### src/rtl/bp_cce_mem_cmd_buffer_if.sv
// Handshake bundle between the CCE mem_cmd producer, the outbound buffer and the memory network.
// The buffer side uses the slave modport; the environment side uses the master modport.
interface bp_cce_mem_cmd_buffer_if #(
   parameter int unsigned msg_width_p       = 64,
   parameter int unsigned els_p             = 2,
   parameter int unsigned max_outstanding_p = 8
);
   localparam int unsigned cnt_w = $clog2(max_outstanding_p + 1);
   localparam int unsigned occ_w = $clog2(els_p + 1);

   logic [msg_width_p-1:0] mem_cmd_i;
   logic                   mem_cmd_v_i;
   logic                   mem_cmd_ready_o;
   logic [msg_width_p-1:0] mem_cmd_o;
   logic                   mem_cmd_v_o;
   logic                   mem_cmd_ready_i;
   logic                   mem_resp_ack_i;
   logic [cnt_w-1:0]       outstanding_o;
   logic [occ_w-1:0]       occupancy_o;
   logic                   idle_o;
   logic                   error_o;

   modport slave (
      input  mem_cmd_i, mem_cmd_v_i, mem_cmd_ready_i, mem_resp_ack_i,
      output mem_cmd_ready_o, mem_cmd_o, mem_cmd_v_o, outstanding_o, occupancy_o,
             idle_o, error_o
   );

   modport master (
      output mem_cmd_i, mem_cmd_v_i, mem_cmd_ready_i, mem_resp_ack_i,
      input  mem_cmd_ready_o, mem_cmd_o, mem_cmd_v_o, outstanding_o, occupancy_o,
             idle_o, error_o
   );
endinterface

### src/rtl/bp_cce_mem_cmd_buffer.sv
// Circular FIFO for outbound memory commands, with a credit counter bounding in-flight
// commands and an idle indication used by the CCE as a memory fence.
module bp_cce_mem_cmd_buffer #(
   parameter int unsigned msg_width_p       = 64,
   parameter int unsigned els_p             = 2,
   parameter int unsigned max_outstanding_p = 8
) (
   input logic                    clk_i,
   input logic                    reset_i,
   bp_cce_mem_cmd_buffer_if.slave bus
);
   localparam int unsigned cnt_w = $clog2(max_outstanding_p + 1);
   localparam int unsigned ptr_w = $clog2(els_p);
   localparam int unsigned occ_w = $clog2(els_p + 1);

   logic [msg_width_p-1:0] mem_q [els_p];
   logic [ptr_w-1:0]       wptr_q, wptr_n;
   logic [ptr_w-1:0]       rptr_q, rptr_n;
   logic [occ_w-1:0]       occ_q, occ_n;
   logic [cnt_w-1:0]       out_q, out_n;
   logic                   err_q, err_n;
   logic                   ready, valid, enq, deq;

   // Handshakes depend only on registered state: no ack->valid or deq->ready paths.
   assign ready = (occ_q < occ_w'(els_p));
   assign valid = (occ_q != '0) && (out_q < cnt_w'(max_outstanding_p));
   assign enq   = bus.mem_cmd_v_i & ready;
   assign deq   = valid & bus.mem_cmd_ready_i;

   always_comb begin
      wptr_n = wptr_q;
      rptr_n = rptr_q;
      occ_n  = occ_q;
      out_n  = out_q;
      err_n  = err_q;

      if (enq) wptr_n = (wptr_q == ptr_w'(els_p - 1)) ? '0 : wptr_q + ptr_w'(1);
      if (deq) rptr_n = (rptr_q == ptr_w'(els_p - 1)) ? '0 : rptr_q + ptr_w'(1);

      case ({enq, deq})
         2'b10:   occ_n = occ_q + occ_w'(1);
         2'b01:   occ_n = occ_q - occ_w'(1);
         default: occ_n = occ_q;
      endcase

      // An ack with nothing in flight and no same-cycle issue is a protocol error.
      case ({deq, bus.mem_resp_ack_i})
         2'b10: out_n = out_q + cnt_w'(1);
         2'b01: begin
            if (out_q == '0) err_n = 1'b1;
            else             out_n = out_q - cnt_w'(1);
         end
         default: out_n = out_q;
      endcase
   end

   always_ff @(posedge clk_i or negedge reset_i) begin
      if (!reset_i) begin
         wptr_q <= '0;
         rptr_q <= '0;
         occ_q  <= '0;
         out_q  <= '0;
         err_q  <= 1'b0;
      end else begin
         wptr_q <= wptr_n;
         rptr_q <= rptr_n;
         occ_q  <= occ_n;
         out_q  <= out_n;
         err_q  <= err_n;
      end
   end

   always_ff @(posedge clk_i or negedge reset_i) begin
      if (!reset_i) begin
         for (int unsigned i = 0; i < els_p; i++) mem_q[i] <= '0;
      end else if (enq) begin
         mem_q[wptr_q] <= bus.mem_cmd_i;
      end
   end

   assign bus.mem_cmd_ready_o = ready;
   assign bus.mem_cmd_v_o     = valid;
   assign bus.mem_cmd_o       = mem_q[rptr_q];
   assign bus.outstanding_o   = out_q;
   assign bus.occupancy_o     = occ_q;
   assign bus.idle_o          = (occ_q == '0) && (out_q == '0);
   assign bus.error_o         = err_q;
endmodule
### src/flat_wrapper.sv
// flat-port wrapper written by rule: the top's interface ports become plain ports
module bp_cce_mem_cmd_buffer_flat 
#(
   parameter int unsigned msg_width_p       = 64,
   parameter int unsigned els_p             = 2,
   parameter int unsigned max_outstanding_p = 8
)
  (clk_i, reset_i, bus_mem_cmd_i, bus_mem_cmd_v_i, bus_mem_cmd_ready_i, bus_mem_resp_ack_i, bus_mem_cmd_ready_o, bus_mem_cmd_o, bus_mem_cmd_v_o, bus_outstanding_o, bus_occupancy_o, bus_idle_o, bus_error_o);
  bp_cce_mem_cmd_buffer_if #(.msg_width_p(msg_width_p), .els_p(els_p), .max_outstanding_p(max_outstanding_p)) bus_i ();
  input logic clk_i;
  input logic reset_i;
  input wire logic [$bits(bus_i.mem_cmd_i)-1:0] bus_mem_cmd_i;
  input wire logic [$bits(bus_i.mem_cmd_v_i)-1:0] bus_mem_cmd_v_i;
  input wire logic [$bits(bus_i.mem_cmd_ready_i)-1:0] bus_mem_cmd_ready_i;
  input wire logic [$bits(bus_i.mem_resp_ack_i)-1:0] bus_mem_resp_ack_i;
  output wire logic [$bits(bus_i.mem_cmd_ready_o)-1:0] bus_mem_cmd_ready_o;
  output wire logic [$bits(bus_i.mem_cmd_o)-1:0] bus_mem_cmd_o;
  output wire logic [$bits(bus_i.mem_cmd_v_o)-1:0] bus_mem_cmd_v_o;
  output wire logic [$bits(bus_i.outstanding_o)-1:0] bus_outstanding_o;
  output wire logic [$bits(bus_i.occupancy_o)-1:0] bus_occupancy_o;
  output wire logic [$bits(bus_i.idle_o)-1:0] bus_idle_o;
  output wire logic [$bits(bus_i.error_o)-1:0] bus_error_o;
  assign bus_i.mem_cmd_i = bus_mem_cmd_i;
  assign bus_i.mem_cmd_v_i = bus_mem_cmd_v_i;
  assign bus_i.mem_cmd_ready_i = bus_mem_cmd_ready_i;
  assign bus_i.mem_resp_ack_i = bus_mem_resp_ack_i;
  assign bus_mem_cmd_ready_o = bus_i.mem_cmd_ready_o;
  assign bus_mem_cmd_o = bus_i.mem_cmd_o;
  assign bus_mem_cmd_v_o = bus_i.mem_cmd_v_o;
  assign bus_outstanding_o = bus_i.outstanding_o;
  assign bus_occupancy_o = bus_i.occupancy_o;
  assign bus_idle_o = bus_i.idle_o;
  assign bus_error_o = bus_i.error_o;
  bp_cce_mem_cmd_buffer #(.msg_width_p(msg_width_p), .els_p(els_p), .max_outstanding_p(max_outstanding_p)) u_core (.clk_i(clk_i), .reset_i(reset_i), .bus(bus_i));
endmodule
### config.mk
export PLATFORM = sky130hd
export DESIGN_NAME = bp_cce_mem_cmd_buffer_flat
export DESIGN_NICKNAME = d
export VERILOG_FILES = /design/src/rtl/bp_cce_mem_cmd_buffer_if.sv /design/src/rtl/bp_cce_mem_cmd_buffer.sv /design/src/flat_wrapper.sv
export SDC_FILE = /design/constraint.sdc
export NUM_CORES = 1
export LEC_CHECK = 0
export CORE_ASPECT_RATIO = 0.8
export CORE_UTILIZATION = 54
export DETAILED_ROUTE_END_ITERATION = 6
export PLACE_DENSITY = 0.88
export SETUP_SLACK_MARGIN = 0.4
export SLEW_MARGIN = 40
export SYNTH_ARGS = -nofsm -noshare
export SYNTH_HDL_FRONTEND = slang
export SYNTH_SLANG_ARGS = --single-unit
### constraint.sdc
create_clock -name clk_i -period 3.2 [get_ports clk_i]
set_input_delay 0.64 -clock clk_i [delete_from_list [all_inputs] [get_ports clk_i]]
set_output_delay 0.64 -clock clk_i [all_outputs]
set_load 0.05 [all_outputs]
==> flow_summary_export.csv <==
group,metric,value,unit
status,outcome,"complete, no violations",
floorplan,fp-row-count,34,
cells_and_area,final_nets,609,
logic_synthesis,yosysSeqAreaShare,56.5,%
critical_path,cpPeakStageDelay,710,ps
routing,first_pass_iters,5,
grt,grt_util_met2,36.9,%
logic_synthesis,synth.most_common_cell,"mux2_2",
critical_path,critical_path_class,"register to output pin",
cells_and_area,diodes,0,
grt,grtUsageTotal,23.5,%
critical_path,cp-start-kind,"register",
grt,grt.busiest_layer,"met2",
clock_network,cts_sinks,137,
logic_synthesis,synthesis.area,6070,um2
critical_path,cp_cell_sequence,"mux2_2, clkdlybuf4s50_1",
grt,grtUsageMet3,7.37,%
sta,hold_viol,0,
floorplan,initial_core_util,55.7,%
sta,slew_violations,0,
logic_synthesis,synth_ff_type,"dfrtp_1",
floorplan,die_w,121,um
routing,dr_total_vias,3743,
cells_and_area,final_area,8070,um2
clock_network,clk_pin_slew_worst_paths,60,ps
clock_network,cts_buffer_depth,2,
critical_path,path_max_fanout,10,
grt,antenna_found_initial,0,
logic_synthesis,synth_top_area_cell,"dfrtp_1",
floorplan,die_h,96.8,um
sta,rsz0062_at_grt,"no",
grt,gr-total-overflow,0,
clock_network,cts_root_buf,"clkbuf_16",
routing,drc,0,
logic_synthesis,synthTopCellsByArea,"dfrtp_1 (56%), mux2_2 (35%), buf_8 (1.5%), xnor2_1 (1.0%), buf_6 (0.74%)",
sta,holdWs,217,ps
min_path,worstHoldPathType,"primary input to asynchronous set/reset pin",
placement,detailed_place_hpwl,8.42,mm
logic_synthesis,yosysWarnings,0,
critical_path,required,2560,ps
sta,timing.slew.headroom,57.2,%
placement,port_buffers,142,
cells_and_area,nFillCells,706,
critical_path,startpoint,"u_core.rptr_q",
routing,wl_per_cell,18.2,um
critical_path,endpoint_kind,"output pin",
cells_and_area,drive_above_1_share,43.4,%
grt,grt_max_degree,73,
logic_synthesis,synth_seq_cells,137,
routing,first_iter_violations,151,
logic_synthesis,ys_types,34,
sta,period_needed,2690,ps
clock_network,htree_num_levels,4,
floorplan,die-area,11700,um2
sta,final-setup-viol-count,0,
routing,viasPerCell,5.41,
logic_synthesis,syn_area_per_cell,15.6,um2
critical_path,cp_slowest_cell,"clkdlybuf4s50_1",
routing,ant_nets,0,
logic_synthesis,synth_edf_count,0,
logic_synthesis,yosys.area.top_type_share,56.5,%
logic_synthesis,synth_commonest_cells,"mux2_2 (188), dfrtp_1 (137), xnor2_1 (7)",
clock_network,cts_setup_buffers,0,
sta,fin_skew,5.35,ps
sta,tns,0,ps
grt,grt_pass1_vias,4042,
logic_synthesis,ys_async_sr_fraction,100,%
grt,met1_usage,30.8,%
clock_network,tritoncts,"done",
clock_network,cts_buffers,17,
run,cap_violations,0,
logic_synthesis,syn_inst,389,
grt,grt_pass1_wl,20.7,mm
critical_path,r2r-start,"u_core.bus.occupancy_o[0]",
placement,place.gp.congestion,0.738,
clock_network,ctsHoldBuffers,0,
cells_and_area,synthToLayoutAreaGrowth,33.1,%
floorplan,fp.coreArea,10900,um2
clock_network,clock_latency,410,ps
sta,worst_slew_pin_slew,643,ps
sta,fmax,371,MHz
routing,routed_wl,12.6,mm
sta,finalCritPeriodShare,84.1,%
critical_path,arrival,2050,ps
floorplan,ios,143,
placement,place_area,7590,um2
logic_synthesis,syn_nets,460,
## final timing paths
path                                               endpoint  cells after the start  slack, ps
worst max-delay path                      bus_mem_cmd_o[34]                      2        510
worst min-delay path                       u_core.mem_q[29]                      1        220
worst max register to register  u_core.bus.outstanding_o[1]                      7       1290
worst min register to register           u_core.bus.error_o                      1        470
max in group asynchronous                     u_core.rptr_q                      2       2140
min in group clk_i                       u_core.bus.error_o                      1        470
## state kept, by name (all words and copies together), names as in the netlist
register / flops
u_core.bus.outstanding_o: 4
u_core.mem_q: 128
u_core.wptr_q: 1
u_core.bus.occupancy_o: 2
u_core.rptr_q: 1
u_core.bus.error_o: 1
## cell type report
class,instances,area (um2),share of cell area (%)
repair buffers,150,1440,17.9
well taps,144,180,2.23
multi-input cells,229,2450,30.3
clock buffers,22,494,6.12
flip-flops and latches,137,3430,42.5
clock inverters,7,68.8,0.852
inverters,3,11.3,0.139
## cell usage in the layout, fill, tap and decap left out, types with 2 or more instances in the layout
| cell | n |
|---|---|
| nand3_1 | 2 |
| clkinvlp_4 | 2 |
| clkdlybuf4s50_1 | 83 |
| inv_2 | 2 |
| buf_4 | 5 |
| dlygate4sd2_1 | 57 |
| clkinv_2 | 3 |
| buf_12 | 3 |
| mux2_1 | 4 |
| clkbuf_8 | 5 |
| xnor2_1 | 7 |
| nand2_1 | 4 |
| a31oi_1 | 2 |
| nor2_1 | 2 |
| clkbuf_16 | 17 |
| dfrtp_1 | 136 |
| mux2_2 | 188 |
| ha_1 | 2 |
## critical path, delay by kind of cell (launching register included)
| kind | cells | cell delay, ps |
|---|---|---|
| multiplexers | 1 | 380 |
| buffers and inverters | 1 | 710 |
| flip-flops | 1 | 550 |
## per-layer routing
layer | vias up | share of wire (%)
li1 | 1701 | -
met1 | 1897 | 45
met2 | 127 | 48
met3 | 18 | 5.7
met4 | 0 | 1.3
met5 | - | 0
## logic make-up after synthesis
family / count (synthesis) / synth area share [%]
mux: 192 / 35.6
buf+inv: 23 / 3.28
xor+xnor: 7 / 1.01
fa+ha+maj: 2 / 0.412
simple gates: 15 / 1.59
compound gates: 13 / 1.59
flops: 137 / 56.5
## through the flow
| step | worst slack, ps | util [%] | instances |
|---|---|---|---|
| after CTS | 452 | 74.2 | 692 |
| after floorplan | 730 | - | 389 |
| after global placement | 656 | 69.7 | 663 |
| after detailed placement | 640 | 69.7 | 663 |
| after global routing | 465 | 74.1 | 692 |
| final | 508 | 74.1 | 692 |
## what timing repair did
item                       in CTS  in global routing
gates resized for setup        58                  2
pin swaps                       0                  0
setup endpoints to repair      58                  1
Power is not shown: default switching activity piles up to over one toggle a cycle in this logic, so the estimate is an artifact.
